==> config.mk <==
export PLATFORM = sky130hd
export DESIGN_NAME = boxcar_decimator_flat
export DESIGN_NICKNAME = d
export VERILOG_FILES = /design/src/rtl/boxcar_decimator_pkg.sv /design/src/rtl/boxcar_decimator_if.sv /design/src/rtl/boxcar_decimator_frame_counter.sv /design/src/rtl/boxcar_decimator.sv /design/src/flat_wrapper.sv
export SDC_FILE = /design/constraint.sdc
export NUM_CORES = 1
export LEC_CHECK = 0
export ABC_AREA = 0
export CAP_MARGIN = 20
export CORE_MARGIN = 2
export CORE_UTILIZATION = 35
export CTS_CLUSTER_DIAMETER = 100
export DETAILED_ROUTE_END_ITERATION = 16
export HOLD_SLACK_MARGIN = 0.02
export PLACE_DENSITY = 0.65
export REMOVE_ABC_BUFFERS = 1
export SYNTH_ARGS = -nofsm -noshare
export SYNTH_HDL_FRONTEND = slang
export SYNTH_SLANG_ARGS = --single-unit
==> constraint.sdc <==
create_clock -name clk_i -period 4.7 [get_ports clk_i]
set_clock_uncertainty 0.1 [all_clocks]
set_input_delay 0.94 -clock clk_i [delete_from_list [all_inputs] [get_ports clk_i]]
set_output_delay 0.94 -clock clk_i [all_outputs]
set_load 0.03 [all_outputs]
==> src/rtl/boxcar_decimator_pkg.sv <==
// Shared widths, types and helpers for the boxcar decimator.
// Contents: sample, output and accumulator widths, the decimation exponent type,
// the frame-flag bundle passed from the frame counter to the datapath, and the k clamp.
package boxcar_decimator_pkg;

  localparam int unsigned IN_WIDTH     = 14;
  localparam int unsigned OUT_WIDTH    = 17;
  localparam int unsigned MAX_LOG2_DEC = 7;
  localparam int unsigned K_WIDTH      = 3;
  localparam int unsigned FRAC_BITS    = OUT_WIDTH - IN_WIDTH;

  // The sum of 2^MAX_LOG2_DEC samples needs MAX_LOG2_DEC growth bits.
  function automatic int unsigned acc_width(input int unsigned in_w, input int unsigned max_k);
    return in_w + max_k;
  endfunction

  localparam int unsigned ACC_WIDTH   = acc_width(IN_WIDTH, MAX_LOG2_DEC);
  localparam int unsigned CNT_WIDTH   = MAX_LOG2_DEC;
  localparam int unsigned SCALE_WIDTH = ACC_WIDTH + FRAC_BITS;

  typedef logic [K_WIDTH-1:0] log2_dec_t;

  // Per-cycle frame position of the sample currently on data_i.
  typedef struct packed {
    logic      sample0;
    logic      last;
    log2_dec_t k;
  } frame_flags_t;

  // Exponents above the supported maximum saturate to it.
  function automatic log2_dec_t clamp_k(input log2_dec_t k);
    return (32'(k) > MAX_LOG2_DEC) ? log2_dec_t'(MAX_LOG2_DEC) : k;
  endfunction

endpackage

==> src/rtl/boxcar_decimator_if.sv <==
// Sample-in / averaged-sample-out bundle of the boxcar decimator.
// master: upstream driver (enable_i, sync_i, log2_dec_i, data_i) and consumer of data_o/ce_o.
// slave : the decimator itself.
interface boxcar_decimator_if;
  import boxcar_decimator_pkg::*;

  logic                         enable_i;
  logic                         sync_i;
  log2_dec_t                    log2_dec_i;
  logic signed [IN_WIDTH-1:0]   data_i;
  logic signed [OUT_WIDTH-1:0]  data_o;
  logic                         ce_o;

  modport master (
    output enable_i, sync_i, log2_dec_i, data_i,
    input  data_o, ce_o
  );

  modport slave (
    input  enable_i, sync_i, log2_dec_i, data_i,
    output data_o, ce_o
  );

endinterface

==> src/rtl/boxcar_decimator_frame_counter.sv <==
// Frame sequencing for the boxcar decimator: sample counter and latched exponent.
// Ports: clk_i, rst_i (sync, active high), enable_i, sync_i, log2_dec_i in;
//        flags_c out (combinational: sample0 / last / effective k for the current data_i).
module boxcar_decimator_frame_counter
  import boxcar_decimator_pkg::*;
(
  input  logic         clk_i,
  input  logic         rst_i,
  input  logic         enable_i,
  input  logic         sync_i,
  input  log2_dec_t    log2_dec_i,
  output frame_flags_t flags_c
);

  logic [CNT_WIDTH-1:0] cnt_q, cnt_d;
  log2_dec_t            k_q, k_d;
  logic [CNT_WIDTH-1:0] cur_idx;
  logic [CNT_WIDTH-1:0] term;
  logic [CNT_WIDTH:0]   span;

  // State register.
  always_ff @(posedge clk_i) begin
    if (rst_i) begin
      cnt_q <= '0;
      k_q   <= '0;
    end else begin
      cnt_q <= cnt_d;
      k_q   <= k_d;
    end
  end

  // Frame position decode and next count. A sync restarts the frame at index 0,
  // so a sync coinciding with the old terminal count never raises last for it.
  always_comb begin
    cnt_d   = cnt_q;
    k_d     = k_q;
    flags_c = '0;
    cur_idx = cnt_q;
    span    = '0;
    term    = '0;
    if (!enable_i) begin
      cnt_d = '0;
    end else begin
      if (sync_i || cnt_q == '0) begin
        flags_c.sample0 = 1'b1;
        flags_c.k       = clamp_k(log2_dec_i);
        k_d             = flags_c.k;
        cur_idx         = '0;
      end else begin
        flags_c.k = k_q;
      end
      span         = (CNT_WIDTH+1)'(1) << flags_c.k;
      term         = CNT_WIDTH'(span - (CNT_WIDTH+1)'(1));
      flags_c.last = (cur_idx == term);
      cnt_d        = flags_c.last ? '0 : cur_idx + CNT_WIDTH'(1);
    end
  end

endmodule

==> src/rtl/boxcar_decimator.sv <==
// Boxcar decimator: averages 2^k consecutive signed samples and emits one mean
// with FRAC_BITS fractional bits plus a one-cycle ce_o strobe per frame.
// Ports: clk_i, rst_i (sync, active high), bus (slave modport: enable_i, sync_i,
//        log2_dec_i, data_i in; data_o, ce_o registered out).
module boxcar_decimator
  import boxcar_decimator_pkg::*;
(
  input  logic                clk_i,
  input  logic                rst_i,
  boxcar_decimator_if.slave   bus
);

  frame_flags_t                  flags_c;
  logic signed [ACC_WIDTH-1:0]   acc_q;
  logic signed [ACC_WIDTH-1:0]   sample_c;
  logic signed [ACC_WIDTH-1:0]   sum_c;
  logic signed [SCALE_WIDTH-1:0] wide_c;
  logic signed [SCALE_WIDTH-1:0] scaled_c;

  boxcar_decimator_frame_counter u_frame_counter (
    .clk_i      (clk_i),
    .rst_i      (rst_i),
    .enable_i   (bus.enable_i),
    .sync_i     (bus.sync_i),
    .log2_dec_i (bus.log2_dec_i),
    .flags_c    (flags_c)
  );

  // Sample 0 starts a fresh sum, so the stale accumulator is dropped there.
  assign sample_c = ACC_WIDTH'(bus.data_i);
  assign sum_c    = (flags_c.sample0 ? '0 : acc_q) + sample_c;

  // Mean with fractional bits: (sum <<< FRAC_BITS) >>> k, flooring toward -inf.
  assign wide_c   = SCALE_WIDTH'(sum_c) <<< FRAC_BITS;
  assign scaled_c = wide_c >>> flags_c.k;

  // Accumulator and output registers.
  always_ff @(posedge clk_i) begin
    if (rst_i) begin
      acc_q      <= '0;
      bus.data_o <= '0;
      bus.ce_o   <= 1'b0;
    end else begin
      bus.ce_o <= 1'b0;
      if (!bus.enable_i) begin
        acc_q <= '0;
      end else begin
        acc_q <= sum_c;
        if (flags_c.last) begin
          bus.ce_o   <= 1'b1;
          bus.data_o <= scaled_c[OUT_WIDTH-1:0];
        end
      end
    end
  end

endmodule
==> src/flat_wrapper.sv <==
// flat-port wrapper written by rule: the top's interface ports become plain ports
module boxcar_decimator_flat import boxcar_decimator_pkg::*;
  (clk_i, rst_i, bus_enable_i, bus_sync_i, bus_log2_dec_i, bus_data_i, bus_data_o, bus_ce_o);
  boxcar_decimator_if bus_i ();
  input  logic clk_i;
  input  logic rst_i;
  input wire logic [$bits(bus_i.enable_i)-1:0] bus_enable_i;
  input wire logic [$bits(bus_i.sync_i)-1:0] bus_sync_i;
  input wire logic [$bits(bus_i.log2_dec_i)-1:0] bus_log2_dec_i;
  input wire logic [$bits(bus_i.data_i)-1:0] bus_data_i;
  output wire logic [$bits(bus_i.data_o)-1:0] bus_data_o;
  output wire logic [$bits(bus_i.ce_o)-1:0] bus_ce_o;
  assign bus_i.enable_i = bus_enable_i;
  assign bus_i.sync_i = bus_sync_i;
  assign bus_i.log2_dec_i = bus_log2_dec_i;
  assign bus_i.data_i = bus_data_i;
  assign bus_data_o = bus_i.data_o;
  assign bus_ce_o = bus_i.ce_o;
  boxcar_decimator u_core (.clk_i(clk_i), .rst_i(rst_i), .bus(bus_i));
endmodule
==> flow_summary.ini <==
[status]
status = finished clean

[layout]
drive_gt1_frac = 0.115
regArea_um2 = 981
fin_nets = 554
n_antenna_cell = 0
multi_input_area_um2 = 2590
fill_cells = 1037
area_growth_pct = 19.8

[place]
place_congestion = 0.870
hpwl_mm = 7.18
port_buffers = 38

[route]
ant_nets = 0
drc = 0
drt-initial-drc-count = 141
vias = 3490
routed_via_density = 5.39
drt_pass1_iterations = 5
avgRoutedWirePerCell_um = 14.5
finalWirelength_mm = 9.38

[logic_synthesis]
syn-cell-area_um2 = 3730
synth_common_cells = dfxtp_1 (49), nand2_1 (43), nor2_1 (41)
yosys-top-cells-area = dfxtp_1 (26%), ha_1 (7.4%), mux2i_1 (5.4%), nand2_1 (4.3%), nor2_1 (4.1%)
yosys_warnings = 0
yosysUniqueCellTypes = 64
yosysMostFrequentCell = dfxtp_1
syn_area_per_cell_um2 = 8.03
seq_area_frac_synth = 0.263
ys.flop_type = dfxtp_1
yosys.area.top_type = dfxtp_1
synthArstFlopShare = 0
synth-seq-cells = 49
synth_cells = 465
synth_top_area_frac = 0.263
synth_edf_count = 0

[floorplanning]
io_pins = 39
die_x_um = 107
num_rows = 37
coreArea_um2 = 10300
die_h_um = 107
dieArea_um2 = 11500
initial_utilization = 0.362

[worst_hold_path]
min_path_type = reg2reg

[global_routing]
antenna_found_initial = 0
first_global_vias = 3422
grt_use_total = 0.174
grt_start_max_net_pins = 26
grt_overflow = 0
grt_pass1_wl_mm = 16.3

[clock_network]
postCtsSetupRepairBufs = 0
clk_latency_ns = 0.31
cts_buffers = 5
clock-sinks = 49
postCtsHoldBufs = 0
cts_tree = built
cts_resized = 0
root_buffer = clkbuf_8
clockBufferDepth = 2
clk_pin_slew_ns = 0.08
cts_max_level = 2

[timing]
slew_headroom = 0.556
rsz0062_at_grt = false
setup_tns_ns = 0
hold_violations = 0
finalCriticalPeriod_ns = 4.30
fin_crit_sh = 0.916
tightestPinTransition_ns = 0.664
max_freq_mhz = 232
setup_viol = 0
whs_ns = 0.395
final_max_slew_viol_count = 0

[critical_path]
cp_data_arrival_time_ns = 4.40
required_ns = 4.80
startpoint = bus_sync_i
r2r_cells = 15
path_cells = clkdlybuf4s50_1, a21oi_2, nand2b_1, buf_4, nand2_1, fa_1, nand2b_1, a21oi_1, o21ai_0, o31ai_1, xor2_1, mux2_2, mux2_2, a22oi_1, a21oi_1
path_max_fanout = 20
slowest_stage = clkdlybuf4s50_1
start_kind = input pin
max_stage_delay_ns = 0.44
endpoint = u_core.bus.data_o[8]
critPathKind = in2reg
r2r_end = u_core.bus.data_o[15]
r2r-start = u_core.u_frame_counter.cnt_q[3]
rrSetupSlack_ns = 0.76
worstSetupEndpointType = flop

[pwr]
ir_drop_uv = 138
p_leak_nw = 1.93
p_per_area_nw_per_um2 = 235

[job]
cap_violations = 0
registers in the layout (all words and copies together) (netlist names):
name / flops
u_core.acc_q: 21
u_core.bus.data_o: 17
u_core.u_frame_counter.cnt_q: 7
u_core.u_frame_counter.k_q: 3
u_core.bus.ce_o: 1
cell usage in the layout, fill, tap and decap left out, types with 3 or more instances in the layout:
cell type	synthesis	routed
dfxtp_1	49	49
o211ai_1	8	8
o31ai_1	5	5
and2_1	22	22
buf_4	1	25
and3_1	5	5
ha_1	22	22
clkdlybuf4s50_1	0	38
a21oi_1	27	27
a211oi_1	6	6
o21a_1	4	4
xor2_1	11	11
nor2b_1	12	12
nand4_1	4	4
nand3_1	14	14
mux2_2	11	11
xnor2_1	15	15
clkbuf_8	0	7
nor2_1	41	41
o211a_1	3	3
a21oi_2	3	3
nand2_1	43	43
inv_1	11	11
a21o_1	9	9
a31oi_1	7	7
mux2i_1	20	20
o21ai_1	4	4
nor3_1	10	10
nand2b_1	6	6
o21ai_0	12	12
o2111ai_1	3	3
o22ai_1	10	10
layer usage:
layer,global-route usage,part of all wire
met1,0.243,0.50
met2,0.272,0.44
met3,0.0315,0.044
met4,0.0492,0.017
met5,0,0
final cells by class:
type	count	area share
Inverter	12	0.0101
Clock buffer	7	0.0215
Sequential cell	49	0.219
Tap cell	136	0.0380
Multi-Input combinational cell	378	0.579
Timing Repair Buffer	64	0.131
Clock inverter	1	0.00112
metrics by stage:
stage / util / area, µm² / power [mW] / worst slack (ns) / cells
6_report: 0.433 / 4470 / 1.05 / 0.397 / 647
5_1_grt: 0.433 / 4470 / 1.12 / 0.0696 / 647
4_1_cts: 0.433 / 4470 / 1.06 / 0.358 / 647
3_5_place_dp: 0.424 / 4370 / 0.782 / 0.0546 / 639
3_3_place_gp: 0.424 / 4370 / 0.778 / 0.150 / 639
2_1_floorplan: - / 3610 / 0.676 / 0.0919 / 439
worst min-delay path by stage:
stage	end	from	cells past startpoint	slack, ns
after floorplan	u_core.u_frame_counter.k_q[0]	u_core.u_frame_counter.k_q[0]	2	0.35
after global placement	u_core.bus.data_o[10]	u_core.bus.data_o[10]	2	0.37
after detailed placement	u_core.bus.data_o[9]	u_core.bus.data_o[9]	2	0.37
after CTS	u_core.bus.data_o[9]	u_core.bus.data_o[9]	2	0.39
after global routing	u_core.bus.data_o[9]	u_core.bus.data_o[9]	2	0.40
final	u_core.bus.data_o[10]	u_core.bus.data_o[10]	2	0.40
cell families (layout without fill, tap and decap cells):
kind of cell | after synthesis | after routing | synth area share
AND/OR/NAND/NOR | 173 | 173 | 0.235
AO/OA/AOI/OAI | 125 | 125 | 0.232
flip-flops | 49 | 49 | 0.263
buffers and inverters | 38 | 84 | 0.0439
multiplexers | 31 | 31 | 0.0868
XOR/XNOR | 26 | 26 | 0.0610
adder cells (fa/ha/maj) | 23 | 23 | 0.0791
where the power goes:
group	total (mW)	switching, mW	internal (mW)
clock	0.277	0.143	0.133
combinational	0.342	0.191	0.151
sequential	0.434	0.00479	0.429
total	1.05	0.339	0.714
worst max-delay path, delay by kind of cell:
kind | cells | cell delay (ns)
AOI/OAI and AO/OA | 6 | 1.17
xor gates and xnor gates | 1 | 0.18
adders and majority gates | 1 | 0.43
buffers and inverters | 2 | 0.66
muxes | 2 | 0.58
and+or+nand+nor | 3 | 0.43
No activity file was read; power rests on OpenSTA's default activity.
